<file path="src/rtl/traffic_pkg.sv">
// Shared definitions for the traffic-light sensor path: light encodings,
// debounce state encoding and the debounce counter width.
package traffic_pkg;

  localparam logic [2:0] LIGHT_RED    = 3'b100;
  localparam logic [2:0] LIGHT_YELLOW = 3'b010;
  localparam logic [2:0] LIGHT_GREEN  = 3'b001;

  localparam int CNT_W = 4;

  typedef enum logic [1:0] {
    DB_IDLE    = 2'b00,
    DB_QUALIFY = 2'b01,
    DB_PRESENT = 2'b10,
    DB_RELEASE = 2'b11
  } db_state_e;

  // Only an exact green code counts as service; illegal codes do not.
  function automatic logic is_green(input logic [2:0] light);
    return light == LIGHT_GREEN;
  endfunction

endpackage

</file>
<file path="src/rtl/sensor_debounce.sv">
// One detector channel: two-flop synchronizer followed by a symmetric
// debounce FSM. present_next_o exposes the next-state level so the call
// memory in the top can update on the same edge as present_o.
//
// state   | meaning
// --------+------------------------------------------------------
// IDLE    | no vehicle, waiting for a synchronized high sample
// QUALIFY | high seen, counting consecutive high samples
// PRESENT | vehicle accepted, waiting for a low sample
// RELEASE | low seen, counting consecutive low samples
module sensor_debounce
  import traffic_pkg::*;
#(
  parameter int DEBOUNCE_CYCLES = 4
) (
  input  logic clk_i,
  input  logic rst_i,
  input  logic raw_i,
  output logic present_o,
  output logic present_next_o
);

  localparam logic [CNT_W-1:0] TC = CNT_W'(DEBOUNCE_CYCLES - 1);

  logic             s1_q, s2_q;
  db_state_e        state_q, state_d;
  logic [CNT_W-1:0] cnt_q, cnt_d;
  logic             present_q, present_d;

  // Bring the asynchronous detector into clk domain.
  always_ff @(posedge clk_i or posedge rst_i) begin
    if (rst_i) begin
      s1_q <= 1'b0;
      s2_q <= 1'b0;
    end else begin
      s1_q <= raw_i;
      s2_q <= s1_q;
    end
  end

  // Next-state and counter logic; a count of 1 skips the counting states.
  always_comb begin
    state_d = state_q;
    cnt_d   = cnt_q;
    case (state_q)
      DB_IDLE: begin
        if (s2_q) begin
          if (DEBOUNCE_CYCLES == 1) begin
            state_d = DB_PRESENT;
            cnt_d   = '0;
          end else begin
            state_d = DB_QUALIFY;
            cnt_d   = CNT_W'(1);
          end
        end
      end
      DB_QUALIFY: begin
        if (!s2_q) begin
          state_d = DB_IDLE;
          cnt_d   = '0;
        end else if (cnt_q == TC) begin
          state_d = DB_PRESENT;
          cnt_d   = '0;
        end else begin
          cnt_d = cnt_q + CNT_W'(1);
        end
      end
      DB_PRESENT: begin
        if (!s2_q) begin
          if (DEBOUNCE_CYCLES == 1) begin
            state_d = DB_IDLE;
            cnt_d   = '0;
          end else begin
            state_d = DB_RELEASE;
            cnt_d   = CNT_W'(1);
          end
        end
      end
      DB_RELEASE: begin
        if (s2_q) begin
          state_d = DB_PRESENT;
          cnt_d   = '0;
        end else if (cnt_q == TC) begin
          state_d = DB_IDLE;
          cnt_d   = '0;
        end else begin
          cnt_d = cnt_q + CNT_W'(1);
        end
      end
      default: begin
        state_d = DB_IDLE;
        cnt_d   = '0;
      end
    endcase
  end

  assign present_d = (state_d == DB_PRESENT) || (state_d == DB_RELEASE);

  // Debounce state, counter and the registered present level.
  always_ff @(posedge clk_i or posedge rst_i) begin
    if (rst_i) begin
      state_q   <= DB_IDLE;
      cnt_q     <= '0;
      present_q <= 1'b0;
    end else begin
      state_q   <= state_d;
      cnt_q     <= cnt_d;
      present_q <= present_d;
    end
  end

  assign present_o      = present_q;
  assign present_next_o = present_d;

endmodule

</file>
<file path="src/rtl/vehicle_sensor_conditioner.sv">
// Conditions the raw NS/EW loop detectors into the controller's sensor
// inputs. Build option SENSOR_LATCH_EN adds per-approach call memory that
// holds demand until that approach shows green; without it the sensor
// outputs are the debounced levels and the light inputs are ignored.
module vehicle_sensor_conditioner
  import traffic_pkg::*;
#(
  parameter int DEBOUNCE_CYCLES = 4
) (
  input  logic       clk,
  input  logic       rst,
  input  logic       NS_raw,
  input  logic       EW_raw,
  input  logic [2:0] NS_light,
  input  logic [2:0] EW_light,
  output logic       NS_sensor,
  output logic       EW_sensor,
  output logic       NS_present,
  output logic       EW_present
);

  logic ns_present_next;
  logic ew_present_next;

  sensor_debounce #(.DEBOUNCE_CYCLES(DEBOUNCE_CYCLES)) u_ns_debounce (
    .clk_i          (clk),
    .rst_i          (rst),
    .raw_i          (NS_raw),
    .present_o      (NS_present),
    .present_next_o (ns_present_next)
  );

  sensor_debounce #(.DEBOUNCE_CYCLES(DEBOUNCE_CYCLES)) u_ew_debounce (
    .clk_i          (clk),
    .rst_i          (rst),
    .raw_i          (EW_raw),
    .present_o      (EW_present),
    .present_next_o (ew_present_next)
  );

`ifdef SENSOR_LATCH_EN
  logic ns_latch_q, ns_latch_d;
  logic ew_latch_q, ew_latch_d;

  // A present vehicle sets the call; only own green clears it, set wins.
  always_comb begin
    ns_latch_d = ns_present_next ? 1'b1 : (is_green(NS_light) ? 1'b0 : ns_latch_q);
    ew_latch_d = ew_present_next ? 1'b1 : (is_green(EW_light) ? 1'b0 : ew_latch_q);
  end

  // Call memory registers.
  always_ff @(posedge clk or posedge rst) begin
    if (rst) begin
      ns_latch_q <= 1'b0;
      ew_latch_q <= 1'b0;
    end else begin
      ns_latch_q <= ns_latch_d;
      ew_latch_q <= ew_latch_d;
    end
  end

  assign NS_sensor = ns_latch_q;
  assign EW_sensor = ew_latch_q;
`else
  logic unused_call_memory_inputs;
  assign unused_call_memory_inputs = ^{NS_light, EW_light, ns_present_next, ew_present_next};

  assign NS_sensor = NS_present;
  assign EW_sensor = EW_present;
`endif

endmodule

</file>
<file path="config.mk">
export PLATFORM = sky130hd
export DESIGN_NAME = vehicle_sensor_conditioner
export DESIGN_NICKNAME = d
export VERILOG_FILES = /design/src/rtl/traffic_pkg.sv /design/src/rtl/sensor_debounce.sv /design/src/rtl/vehicle_sensor_conditioner.sv
export SDC_FILE = /design/constraint.sdc
export NUM_CORES = 1
export LEC_CHECK = 0
export CAP_MARGIN = 20
export CORE_ASPECT_RATIO = 0.75
export CORE_MARGIN = 8
export CORE_UTILIZATION = 30
export DETAILED_ROUTE_END_ITERATION = 6
export GPL_TIMING_DRIVEN = 0
export RECOVER_POWER = 25
export SYNTH_ARGS = -nofsm -noshare
export SYNTH_HDL_FRONTEND = slang
export SYNTH_SLANG_ARGS = --single-unit
</file>
<file path="constraint.sdc">
create_clock -name clk -period 3.7 [get_ports clk]
set_input_delay 0.74 -clock clk [delete_from_list [all_inputs] [get_ports clk]]
set_output_delay 0.74 -clock clk [all_outputs]
set_load 0.05 [all_outputs]
</file>
Yosys cells after proc, flatten, opt, wreduce, memory -nomap -nowiden
Cells that the tools add are included.
{ "word_totals": {"out_inout_bits": 4, "ff_bits": 18, "inputBits": 10, "elab_cells": 60} }
{ "op_classes": {"addsub": 2, "reduce_logical": 6, "n_mux": 26, "eq_ne": 16} }
{ "ops": {"columns": ["op", "n"], "rows": [
  ["two-way mux 4 bit", 10],
  ["case mux 4 bit (4 select lines)", 2],
  ["two-way mux 2 bit", 12],
  ["equality test 2 bit, second input constant", 8],
  ["case mux 2 bit (4 select lines)", 2],
  ["adder 4 x 1 -> 4 bit, second input constant", 2],
  ["equality test 4 x 2 -> 1 bit, second input constant", 2],
  ["equality test 2 x 1 -> 1 bit, second input constant", 2],
  ["logical NOT 2 bit", 2],
  ["inequality test 2 x 1 -> 1 bit, second input constant", 2],
  ["inequality test 2 bit, second input constant", 2],
  ["AND reduction 2 bit", 2],
  ["logical OR 1 bit", 2]
]} }

Depth between registers and ports, before layout
{ "logic_depth": {"depth_word": 6, "mapped_depth": 4, "mapped_depth_nobuf": 4} }

Modules after synthesis
From an unflattened synthesis, not the netlist that was laid out.
{ "hier_totals": {"hier_cells": 66, "hier_area_um2": 760.7} }
{ "modules_own_cells": {"columns": ["module", "area_each_um2", "n_inst", "cells_per_inst", "seq_area_each_um2"], "rows": [
  ["sensor_debounce", 372.9, 2, 32, 200.2],
  ["vehicle_sensor_conditioner", 15.0, 1, 2, 0.0]
]} }

Worst setup path after synthesis
No wires, ideal clock.
{ "synth_timing": {"path_type": "register to output", "from": "reg u_ew_debounce.present_q, in the netlist u_ew_debounce.present_o", "to": "out EW_sensor", "path_buffers": 1, "path_slack_ns": 2.074, "t_arrival_ns": 0.886, "required_time_ns": 2.960, "path_stages_with_launch": 2, "cell_sequence": "dfrtp_1 -> buf_4"} }
{ "synth_rtl": {"columns": ["item", "line_no", "source"], "rows": [
  ["from (decl)", "sensor_debounce.sv:28", "logic present_q, present_d;"],
  ["from (signal assigned)", "sensor_debounce.sv:108", "present_q <= present_d;"],
  ["to (decl)", "vehicle_sensor_conditioner.sv:17", "output logic EW_sensor,"]
]} }
No word-level cell between the ends.

Worst setup path after layout
{ "layout_timing": {"from": "reg u_ns_debounce.present_q, in the netlist u_ns_debounce.present_o", "to": "out NS_sensor"} }
{ "layout_rtl": {"columns": ["item", "line_no", "source"], "rows": [
  ["from (decl)", "sensor_debounce.sv:28", null],
  ["from (signal assigned)", "sensor_debounce.sv:108", null],
  ["to (decl)", "vehicle_sensor_conditioner.sv:16", "output logic NS_sensor,"]
]} }
No word-level cell between the ends.

==> impl_metrics.yaml <==
status:
  status: "finished clean"
final_layout:
  drive_gt1_frac: 0.158
  fin_nets: 90
  fillers: 247
  fin_util: 0.361
  instances_no_fill: 112
  seqCellArea_um2: 450
  multi_input_area_um2: 323
  syn2layout_area_growth_pct: 15.8
  antenna_cells: 0
  design_area_um2: 933
timing:
  tns_ns: 0
  worstMarginPinSlew_ns: 0.649
  final_max_slew_viol_count: 0
  rsz0062_at_grt: "false"
  max_freq_ghz: 0.442
  setup_viol: 0
  maxSlewHeadroom: 0.567
  finalHoldViolations: 0
  worst_clock_skew_ns: 0.000544
  final.period_utilization: 0.612
  fin_crit_ns: 2.26
drt:
  drt_wl_total_um: 1150
  ant_nets: 0
  wl_per_cell_um: 10.3
  vias: 491
  vias_per_cell: 4.38
  drt_iter0_drc: 16
  drt_pass1_iterations: 3
  drc_errors: 0
grt:
  grt_max_degree: 19
  grtUsageTotal: 0.0625
  overflow: 0
  grt_pass1_vias: 484
  grt_pass1_wl_um: 2140
  antenna_found_initial: 0
clock_tree:
  cts_resized: 0
  cts_buffer_depth: 2
  cts_setup_buffers: 0
  cts_tree: "done"
  htree_levels: 1
  clk_pin_slew_ns: 0.09
  clk_latency_ns: 0.28
  cts_num_sinks: 18
  cts_hold_buffers: 0
  cts-root-buf: "clkbuf_4"
  cts-buffers-inserted: 3
synth:
  avgSynthCellArea_um2: 12.2
  synth_edf_count: 0
  synth_ff_type: "dfrtp_1"
  ys.warnings.count: 0
  ys_ff_latch: 18
  async_flop_share: 1.00
  ys_top_cells_by_area: "dfrtp_1, mux2_4, xor2_1, nand2_1, ha_1"
  synth_nets: 78
  ys_seq_area_frac: 0.559
  synth_most_common_cell: "dfrtp_1"
  synth.distinct_cells: 21
  synth_top_cell_by_area: "dfrtp_1"
  syn-cell-area_um2: 806
  yosys.area.top_type_share: 0.559
  syn_inst: 66
  synth_commonest_cells: "dfrtp_1, nand2_1"
setup_path:
  crit_required_ns: 2.96
  worstPathMaxFanout: 2
  path_class: "flop to output port"
  cpPeakStageDelay_ns: 0.79
  cp_num_buf_inv: 2
  startpoint_type: "flop"
  slowest_stage: "clkdlybuf4s50_1"
  critical-path-top-delay-family: "buffers and inverters"
  end_kind: "output port"
  path_cells: "buf_4 -> clkdlybuf4s50_1"
  crit_arrival_ns: 1.52
floorplanning:
  start_util: 0.312
  dieWidth_um: 75.8
  rows: 16
  dieArea_um2: 4620
  fp.coreArea_um2: 2580
  die_y_um: 60.9
  io_pins: 14
placement:
  dp_cells: 109
  io_buffers: 7
  place.gp.congestion: 0.755
  dpl_cell_area_um2: 921
  hpwl_um: 865
flow_run:
  maxCapViolCount: 0
hold_path:
  hold_class: "flop to flop"
power:
  peakVddDrop_v: 0.000124
  p_leak_uw: 0.000401
  p_total_uw: 695
  powerDensity_nw_per_um2: 745
-- worst register-to-register path: cells and delay by family (launching register included) --
kind,cells,cell delay [ns]
DFF,1,0.39
muxes,1,0.30
and+or+nand+nor,2,0.46
adders and majority gates,1,0.19
-- power breakdown --
part / leakage, µW / internal, µW / switching [µW] / total, µW
clock: 0.0000138 / 37.8 / 55.4 / 93.1
sequential: 0.000224 / 251 / 55.2 / 306
combinational: 0.000163 / 138 / 159 / 297
-- cell usage in the layout (no fill, tap or decap) --
master and count:
dfrtp_1 18, nand2_1 7, o21ai_0 5, clkdlybuf4s50_1 5
xor2_1 4, mux2_4 4, nand3_1 4, o22ai_1 3
clkbuf_4 3, nor3b_1 2, o21a_1 2, xnor2_1 2
and2_4 2, nor2_1 2, inv_1 2, ha_1 2
buf_4 2, dlygate4sd3_1 2, nand3b_1 1, and3b_1 1
a21oi_1 1, and2b_2 1, mux2i_1 1
-- final timing paths --
| check | slack (ns) | to | depth (start not counted) | from |
|---|---|---|---|---|
| min reg2reg | 0.36 | u_ew_debounce.s2_q$_DFF_PP0_ | 0 | u_ew_debounce.s1_q$_DFF_PP0_ |
| max | 1.44 | NS_sensor | 2 | u_ns_debounce.present_o$_DFF_PP0_ |
| min in group asynchronous | 0.85 | u_ns_debounce.present_o$_DFF_PP0_ | 2 | rst |
| min | 0.36 | u_ew_debounce.s2_q$_DFF_PP0_ | 0 | u_ew_debounce.s1_q$_DFF_PP0_ |
| max in group asynchronous | 2.44 | u_ew_debounce.s1_q$_DFF_PP0_ | 2 | rst |
| max reg2reg | 2.26 | u_ns_debounce.state_q[1]$_DFF_PP0_ | 4 | u_ns_debounce.cnt_q[0]$_DFFE_PP0P_ |
-- final cells by class --
type	instances	area share
sequential	18	0.483
multi-input combinational	44	0.346
timing repair buffer	7	0.0751
tap	36	0.0483
clock buffer	3	0.0241
buffer	2	0.0161
inverter	2	0.00804
-- registers in the layout, indices dropped and copies added (netlist names) --
| name | cells |
|---|---|
| u_ew_debounce.cnt_q | 4 |
| u_ew_debounce.present_o | 1 |
| u_ew_debounce.s1_q | 1 |
| u_ew_debounce.s2_q | 1 |
| u_ew_debounce.state_q | 2 |
| u_ns_debounce.cnt_q | 4 |
| u_ns_debounce.present_o | 1 |
| u_ns_debounce.s1_q | 1 |
| u_ns_debounce.s2_q | 1 |
| u_ns_debounce.state_q | 2 |
-- per-stage QoR --
stage	hold slack [ns]	worst slack (ns)
floorplan	0.331	2.07
global placement	0.331	1.75
detailed placement	0.336	1.74
CTS	0.359	1.42
global route	0.379	1.37
finish	0.356	1.44
-- kinds of logic after synthesis --
kind of cell / count (synthesis) / share of synthesized area
flops: 18 / 0.559
buf+inv: 4 / 0.0279
mux: 5 / 0.0870
compound gates: 11 / 0.0792
simple gates: 20 / 0.151
fa+ha+maj: 2 / 0.0311
xor+xnor: 6 / 0.0652
-- routing by layer --
| layer | vias to the layer above | wire length, µm | part of all wire | track usage |
|---|---|---|---|---|
| met5 | - | 0 | 0 | 0 |
| met4 | 0 | 46 | 0.040 | 0.0572 |
| met3 | 4 | 92 | 0.080 | 0.0198 |
| met2 | 11 | 433 | 0.38 | 0.0827 |
| met1 | 231 | 581 | 0.50 | 0.0782 |
| li1 | 245 | - | - | - |
Note: power is estimated with default switching activity, not from simulation.
